## config.mk

```make
export PLATFORM = sky130hd
export DESIGN_NAME = spi_controller_flat
export DESIGN_NICKNAME = d
export VERILOG_FILES = /design/src/rtl/spi_controller_if.sv /design/src/rtl/spi_controller.sv /design/src/flat_wrapper.sv
export SDC_FILE = /design/constraint.sdc
export NUM_CORES = 1
export LEC_CHECK = 0
export ABC_AREA = 1
export ABC_CLOCK_PERIOD_IN_PS = 2300
export CORE_MARGIN = 2
export CORE_UTILIZATION = 50
export DETAILED_ROUTE_END_ITERATION = 8
export PLACE_DENSITY = 0.74
export SYNTH_ARGS = -nofsm -noshare
export SYNTH_HDL_FRONTEND = slang
export SYNTH_SLANG_ARGS = --single-unit
```

## constraint.sdc

```tcl
create_clock -name clk -period 2.3 [get_ports clk]
set_input_delay 0.46 -clock clk [delete_from_list [all_inputs] [get_ports clk]]
set_output_delay 0.46 -clock clk [all_outputs]
set_load 0.05 [all_outputs]
```

## src/rtl/spi_controller_if.sv

```systemverilog
// Command and status bundle between the config sequencer and spi_controller.
// Handshake: a command transfers on the rising clk edge where cmd_valid && cmd_ready; the
// sequencer holds cmd_write/cmd_addr/cmd_data stable while cmd_valid is high and not yet taken.
interface spi_controller_if;
  logic       cmd_valid;
  logic       cmd_ready;
  logic       cmd_write;
  logic [6:0] cmd_addr;
  logic [7:0] cmd_data;
  logic       busy;
  logic       done;
  logic [7:0] rd_data;

  modport master (
    output cmd_valid, cmd_write, cmd_addr, cmd_data,
    input  cmd_ready, busy, done, rd_data
  );

  modport slave (
    input  cmd_valid, cmd_write, cmd_addr, cmd_data,
    output cmd_ready, busy, done, rd_data
  );
endinterface

```

## src/rtl/spi_controller.sv

```systemverilog
// SPI mode-0 initiator: serialises 16-bit {write, addr, data} frames MSB first and
// captures the last 8 CIPO bits of each frame into rd_data.
module spi_controller #(
  parameter int CLK_DIV  = 4,
  parameter int CS_SETUP = 2,
  parameter int CS_HOLD  = 2,
  parameter int CS_GAP   = 4
) (
  input  logic            clk,
  input  logic            rst,
  spi_controller_if.slave bus,
  output logic            o_ncs,
  output logic            o_sclk,
  output logic            o_copi,
  input  logic            i_cipo,
  output logic [2:0]      o_state
);

  typedef enum logic [2:0] {
    S_IDLE  = 3'd0,
    S_SETUP = 3'd1,
    S_SHIFT = 3'd2,
    S_HOLD  = 3'd3,
    S_GAP   = 3'd4
  } state_t;

  localparam logic [7:0] L_DIV   = 8'(CLK_DIV - 1);
  localparam logic [7:0] L_SETUP = 8'(CS_SETUP - 1);
  localparam logic [7:0] L_HOLD  = 8'(CS_HOLD - 1);
  localparam logic [7:0] L_GAP   = 8'(CS_GAP - 1);

  state_t      r_state;
  state_t      w_next;
  logic [7:0]  r_cnt;
  logic [3:0]  r_bit;
  logic        r_phase;
  logic [15:0] r_shift;
  logic [7:0]  r_cap;
  logic [7:0]  r_rd_data;
  logic        r_done;
  logic        w_ready;
  logic        w_accept;
  logic        w_cnt_zero;
  logic [15:0] w_frame;

  assign w_cnt_zero = (r_cnt == 8'd0);
  assign w_accept   = bus.cmd_valid && w_ready;
  assign w_frame    = {bus.cmd_write, bus.cmd_addr, bus.cmd_data};

  assign bus.cmd_ready = w_ready;
  assign bus.busy      = (r_state != S_IDLE);
  assign bus.done      = r_done;
  assign bus.rd_data   = r_rd_data;
  assign o_state       = r_state;

  always_ff @(posedge clk or posedge rst) begin
    if (rst) r_state <= S_IDLE;
    else     r_state <= w_next;
  end

  // The final GAP cycle can take the next command so back-to-back frames keep nCS high for exactly CS_GAP cycles.
  always_comb begin
    w_next = r_state;
    case (r_state)
      S_IDLE:  if (bus.cmd_valid) w_next = S_SETUP;
      S_SETUP: if (w_cnt_zero) w_next = S_SHIFT;
      S_SHIFT: if (w_cnt_zero && r_phase && (r_bit == 4'd0)) w_next = S_HOLD;
      S_HOLD:  if (w_cnt_zero) w_next = S_GAP;
      S_GAP:   if (w_cnt_zero) w_next = bus.cmd_valid ? S_SETUP : S_IDLE;
      default: w_next = S_IDLE;
    endcase
  end

  always_comb begin
    w_ready = 1'b0;
    o_ncs   = 1'b1;
    o_sclk  = 1'b0;
    o_copi  = 1'b0;
    case (r_state)
      S_IDLE:  w_ready = 1'b1;
      S_SETUP: begin
        o_ncs  = 1'b0;
        o_copi = r_shift[15];
      end
      S_SHIFT: begin
        o_ncs  = 1'b0;
        o_sclk = r_phase;
        o_copi = r_shift[15];
      end
      S_HOLD: begin
        o_ncs  = 1'b0;
        o_copi = r_shift[15];
      end
      S_GAP:   w_ready = w_cnt_zero;
      default: w_ready = 1'b0;
    endcase
  end

  // r_phase: 0 = SCLK low half, 1 = SCLK high half. COPI advances only when a new low half starts.
  always_ff @(posedge clk or posedge rst) begin
    if (rst) begin
      r_cnt     <= 8'd0;
      r_bit     <= 4'd0;
      r_phase   <= 1'b0;
      r_shift   <= 16'd0;
      r_cap     <= 8'd0;
      r_rd_data <= 8'd0;
      r_done    <= 1'b0;
    end else begin
      r_done <= 1'b0;
      case (r_state)
        S_IDLE: begin
          if (w_accept) begin
            r_cnt   <= L_SETUP;
            r_shift <= w_frame;
          end
        end
        S_SETUP: begin
          if (w_cnt_zero) begin
            r_cnt   <= L_DIV;
            r_phase <= 1'b0;
            r_bit   <= 4'd15;
          end else begin
            r_cnt <= r_cnt - 8'd1;
          end
        end
        S_SHIFT: begin
          if (!w_cnt_zero) begin
            r_cnt <= r_cnt - 8'd1;
          end else if (!r_phase) begin
            r_phase <= 1'b1;
            r_cnt   <= L_DIV;
            r_cap   <= {r_cap[6:0], i_cipo};
          end else if (r_bit != 4'd0) begin
            r_phase <= 1'b0;
            r_bit   <= r_bit - 4'd1;
            r_shift <= {r_shift[14:0], 1'b0};
            r_cnt   <= L_DIV;
          end else begin
            r_cnt <= L_HOLD;
          end
        end
        S_HOLD: begin
          if (w_cnt_zero) r_cnt <= L_GAP;
          else            r_cnt <= r_cnt - 8'd1;
        end
        S_GAP: begin
          if (w_cnt_zero) begin
            r_rd_data <= r_cap;
            r_done    <= 1'b1;
            if (w_accept) begin
              r_cnt   <= L_SETUP;
              r_shift <= w_frame;
            end
          end else begin
            r_cnt <= r_cnt - 8'd1;
          end
        end
        default: r_cnt <= 8'd0;
      endcase
    end
  end

endmodule

```

## src/flat_wrapper.sv

```systemverilog
// flat-port wrapper written by rule: the top's interface ports become plain ports
module spi_controller_flat 
#(
  parameter int CLK_DIV  = 4,
  parameter int CS_SETUP = 2,
  parameter int CS_HOLD  = 2,
  parameter int CS_GAP   = 4
)
  (clk, rst, o_ncs, o_sclk, o_copi, i_cipo, o_state, bus_cmd_valid, bus_cmd_write, bus_cmd_addr, bus_cmd_data, bus_cmd_ready, bus_busy, bus_done, bus_rd_data);
  spi_controller_if bus_i ();
  input  logic clk;
  input  logic rst;
  output logic o_ncs;
  output logic o_sclk;
  output logic o_copi;
  input  logic i_cipo;
  output logic [2:0] o_state;
  input wire logic [$bits(bus_i.cmd_valid)-1:0] bus_cmd_valid;
  input wire logic [$bits(bus_i.cmd_write)-1:0] bus_cmd_write;
  input wire logic [$bits(bus_i.cmd_addr)-1:0] bus_cmd_addr;
  input wire logic [$bits(bus_i.cmd_data)-1:0] bus_cmd_data;
  output wire logic [$bits(bus_i.cmd_ready)-1:0] bus_cmd_ready;
  output wire logic [$bits(bus_i.busy)-1:0] bus_busy;
  output wire logic [$bits(bus_i.done)-1:0] bus_done;
  output wire logic [$bits(bus_i.rd_data)-1:0] bus_rd_data;
  assign bus_i.cmd_valid = bus_cmd_valid;
  assign bus_i.cmd_write = bus_cmd_write;
  assign bus_i.cmd_addr = bus_cmd_addr;
  assign bus_i.cmd_data = bus_cmd_data;
  assign bus_cmd_ready = bus_i.cmd_ready;
  assign bus_busy = bus_i.busy;
  assign bus_done = bus_i.done;
  assign bus_rd_data = bus_i.rd_data;
  spi_controller #(.CLK_DIV(CLK_DIV), .CS_SETUP(CS_SETUP), .CS_HOLD(CS_HOLD), .CS_GAP(CS_GAP)) u_core (.clk(clk), .rst(rst), .bus(bus_i), .o_ncs(o_ncs), .o_sclk(o_sclk), .o_copi(o_copi), .i_cipo(i_cipo), .o_state(o_state));
endmodule
```

Word level (Yosys, flattened, before mapping)
Cells that the tools add are included.

Bits in registers: 49. Bits of input ports: 20. Output and inout bits: 17. Word-level logic and storage cells: 77.

$add $sub $neg: 2. Equal/unequal tests: 12. Mux-type cells: 36. Bitwise gates (word level): 1. Reduce and logical (&&, ||, !) cells: 18.

Operators with widths (number): $mux W16 (5); $pmux W16 S3 (1); $mux W8 (5); $pmux W8 S4 (1); $mux W4 (4); $mux W3 (5); $pmux W3 S5 (1); $reduce_and A5 Y1 (3); $ne A2 B1 Y1 const B (7); $mux W1 (10); $logic_not A8 Y1 (1); $pmux W4 S2 (1); $sub A8 B1 Y8 const B (1); $eq A3 B2 Y1 const B (2); $reduce_and A3 Y1 (2); $reduce_bool A3 Y1 (2); $logic_not A4 Y1 (1); $pmux W1 S2 (2); $reduce_bool A4 Y1 (1); $sub A4 B1 Y4 const B (1); $eq A3 B1 Y1 const B (1); $eq A3 B3 Y1 const B (1); $logic_and A1 B1 Y1 (3); $logic_not A3 Y1 (1); 7 further kinds (7).

Depth between registers and ports, before layout
Depth after elaboration: 6. Depth in mapped cells: 12. Depth with buffers taken out: 11.

Worst setup path after synthesis
No wires, ideal clock.

Kind: register -> output. Start point: register u_core.r_state[1], in the netlist u_core.o_state[1]. End point: output o_copi. Arrival time: 1.830 ns. Required time: 1.840 ns. Slack: 0.010 ns. Stages on the path, launching flop included: 5. Path through: dfrtp_1 -> inv_2 -> nand2_2 -> nand2_2 -> nor2_1.

Word-level cells in the longest chain between the ends: 3.

RTL lines: start: declaration (RTL line spi_controller.sv:32) `state_t r_state;`; start signal: assignment (RTL line spi_controller.sv:58) `else r_state <= w_next;`; $eq A3 B1 Y1 or $eq A3 B2 Y1 (tied branches) (RTL line spi_controller.sv:79) `case (r_state)`; $reduce_or A3 Y1 (no source line) (*); $mux W1 (*) (RTL line spi_controller.sv:79); end: declaration (RTL line flat_wrapper.sv:15) `output logic o_copi;`.

Mark *: on every way between the ends. The rest lies on a longest branch, timed or not.

Worst setup path after layout
Start point: register u_core.r_cnt[0]. End point: output bus_cmd_ready.

Word-level cells in the longest chain between the ends: 2.

RTL lines: start: declaration (RTL line spi_controller.sv:34) `logic [7:0] r_cnt;`; start signal: assignment (RTL line spi_controller.sv:124) `r_cnt <= r_cnt - 8'd1;`; start signal: assignment (RTL line spi_controller.sv:129) `r_cnt <= r_cnt - 8'd1;`; start signal: assignment (RTL line spi_controller.sv:145) `else r_cnt <= r_cnt - 8'd1;`; $logic_not A8 Y1 (RTL line spi_controller.sv:46) `assign w_cnt_zero = (r_cnt == 8'd0);`; $pmux W1 S2 (RTL line spi_controller.sv:79); end: declaration (RTL line flat_wrapper.sv:22) `output wire logic [$bits(bus_i.cmd_ready)-1:0] bus_cmd_ready;`.

Every way passes these cells.

==> results_dict.tcl <==
set metrics [dict create \
    cts_resized 0 \
    synth_top_area_share_pct 47.9 \
    dieArea_um2 5710 \
    cts_buffers 5 \
    crit_fanout 4 \
    clk_latency_ns 0.31 \
    synth.area.top_cells "dfrtp_1, nand2_1, nand4_1" \
    syn_inst 318 \
    clkSinkCount 49 \
    drc 0 \
    wl_per_cell_um 12.1 \
    clock_skew_ns 0.0107 \
    synth_edf_count 0 \
    synth-seq-cells 49 \
    wl_met2_um 2430 \
    core_area_um2 5010 \
    io_pins 37 \
    row_count 26 \
    die_h_um 75.6 \
    diodes 0 \
    yosys_warnings 0 \
    start_kind "flip-flop" \
    place_ws_ns 0.363 \
    fin_nets 381 \
    antenna_found_initial 0 \
    critPathKind "flip-flop to output port" \
    worst_pin_slew_ns 0.512 \
    peakVddDrop_mv 0.676 \
    synth_nets 340 \
    drt_wl_total_um 5200 \
    die_w_um 75.6 \
    power_w 0.00440 \
    finalSetupViolations 0 \
    fin_ws_ns 0.184 \
    grt_max_degree 30 \
    drtAntennaViolNets 0 \
    utilization_pct 62.8 \
    worstSetupEndpointType "output port" \
    grt_setup_unrepaired "false" \
    yosysUniqueCellTypes 33 \
    cts_hold_buffers 0 \
    critPathRequiredTime_ns 1.84 \
    max_freq_mhz 473 \
    root_buffer "clkbuf_8" \
    slew_violations 0 \
    reg2reg_from "u_core.r_cnt[0]" \
    place.detailed.hpwl_um 3810 \
    met1_length_um 2430 \
    r2r_slack_ns 0.34 \
    grt_pass1_vias 1969 \
    grt_use_total_pct 20.1 \
    port-buffer-count 36 \
    highest_layer "met4" \
    slew_headroom_pct 65.7 \
    clk_pin_slew_ns 0.10 \
    vias_per_cell 5.12 \
    place.gp.congestion 0.922 \
    p_leak_nw 1.57 \
    synth_top_area_cell "dfrtp_1" \
    status "complete, no violations" \
    seq_area_frac_synth_pct 47.9 \
    syn2layout_area_growth_pct 22.9 \
    async_flop_share_pct 100 \
    clk_path_buf_depth 2 \
    initial_core_util_pct 51.1 \
    crit_start "u_core.r_cnt[0]" \
    drive_gt1_share_pct 15.0 \
    cts_tree "done" \
    drt_iter0_drc 121 \
    drv_cap 0 \
    fin_crit_ns 2.12 \
    overflow 0 \
    syn_area_um2 2560 \
    vias 2201 \
    htreeDepth 2 \
    hp-class "primary input to asynchronous set/reset pin" \
    power.density_nw_per_um2 1400 \
    grt_pass1_wl_um 8730 \
    tns_ns 0 \
    synth_common_cells "nand2_1, dfrtp_1, inv_1" \
    finalHoldViolCount 0 \
    dr.pass1.iters 4 \
    cp.arrival_ns 1.66 \
    period_share_pct 92.0 \
    wl_met3_um 267 \
    postCtsSetupBuffers 0 \
    synth.most_common_cell "nand2_1" \
    synthFlopType "dfrtp_1" \
    avgSynthCellArea_um2 8.05 \
]
[area by class of cell]
type                    instances  area (µm²)
repair buffers                 42         430
clock buffers                   5        68.8
well taps                      70        87.6
flip-flops and latches         49        1230
clock inverters                 3        46.3
fillers                       443        1860
inverters                      29         109
multi-input cells             232        1180
[path summary, 6_finish.rpt]
kind | depth (start not counted) | end
max | 7 | bus_cmd_ready
min | 2 | u_core.r_cap[2]
max reg2reg | 9 | u_core.r_shift[9]
min reg2reg | 2 | u_core.r_shift[10]
max in group asynchronous | 3 | u_core.r_shift[8]
min in group clk | 2 | u_core.r_shift[10]
[per-layer routing]
metal / vias to the layer above / global-route usage, %
met5: - / 0
met4: 0 / 6.24
li1: 1112 / -
met3: 7 / 4.10
met2: 54 / 31.9
met1: 1028 / 28.0
[logic make-up (layout without fill, tap and decap cells)]
group / count (synthesis) / after routing / share of synthesized area [%]
AOI/OAI and AO/OA: 34 / 34 / 7.87
xor gates and xnor gates: 1 / 1 / 0.342
adders and majority gates: 2 / 2 / 0.977
buffers and inverters: 37 / 79 / 6.11
DFF: 49 / 49 / 47.9
muxes: 6 / 6 / 2.64
and+or+nand+nor: 189 / 189 / 34.2
[where the power goes]
part           total [W]  leakage [nW]  switching [W]  internal (W)
Clock           0.000630        0.0543       0.000304      0.000326
Sequential       0.00136         0.632       0.000197       0.00116
Combinational    0.00241         0.884        0.00160      0.000810
Total            0.00440          1.57        0.00210       0.00230
[sequential cells by signal (all words and copies together) (netlist names)]
register	count
u_core.r_cap	8
u_core.bus.rd_data	8
u_core.o_state	3
u_core.r_phase	1
u_core.bus.done	1
u_core.r_shift	16
u_core.r_cnt	8
u_core.r_bit	4
[per-stage QoR]
step	area, µm²	hold slack [ns]	cells
after floorplan	2560	0.442	318
after global placement	3030	0.454	422
after detailed placement	3030	0.459	422
after CTS	3150	0.479	430
after global routing	3150	0.505	430
final	3150	0.472	430
[worst max-delay path, cell delays in order, from the launching register on]
cell and delay [ns]:
dfrtp_1 0.39, inv_1 0.10, ha_1 0.24, nand2_2 0.10, nor2_4 0.14, nand3_2 0.10
nand2_2 0.13, buf_12 0.15
[layout by cell type (no fill, tap or decap)]
master	netlist	layout
mux2_1	1	1
nor3_1	1	1
a22oi_1	1	1
o22ai_1	4	4
buf_4	2	8
nand2_4	2	2
clkinvlp_4	0	1
nand3_1	9	9
o211ai_1	1	1
nand2_2	8	8
dfrtp_1	49	49
o21ai_4	1	1
xor2_1	1	1
inv_2	6	7
o21ai_0	20	20
clkdlybuf4s50_1	0	31
a21oi_1	4	4
nand3_4	1	1
nor3_4	1	1
inv_1	22	21
buf_12	0	3
o221ai_1	1	1
clkinv_1	1	1
clkbuf_8	0	5
o31ai_1	1	1
nand3_2	1	1
nor2_4	4	4
clkinv_4	0	1
nand4_1	18	18
o21ai_2	1	1
mux2_2	5	5
ha_1	2	2
nor2_1	14	14
bufinv_16	0	1
nand2_1	126	126
nor2_2	4	4
Note: power is estimated with default switching activity, not from simulation.
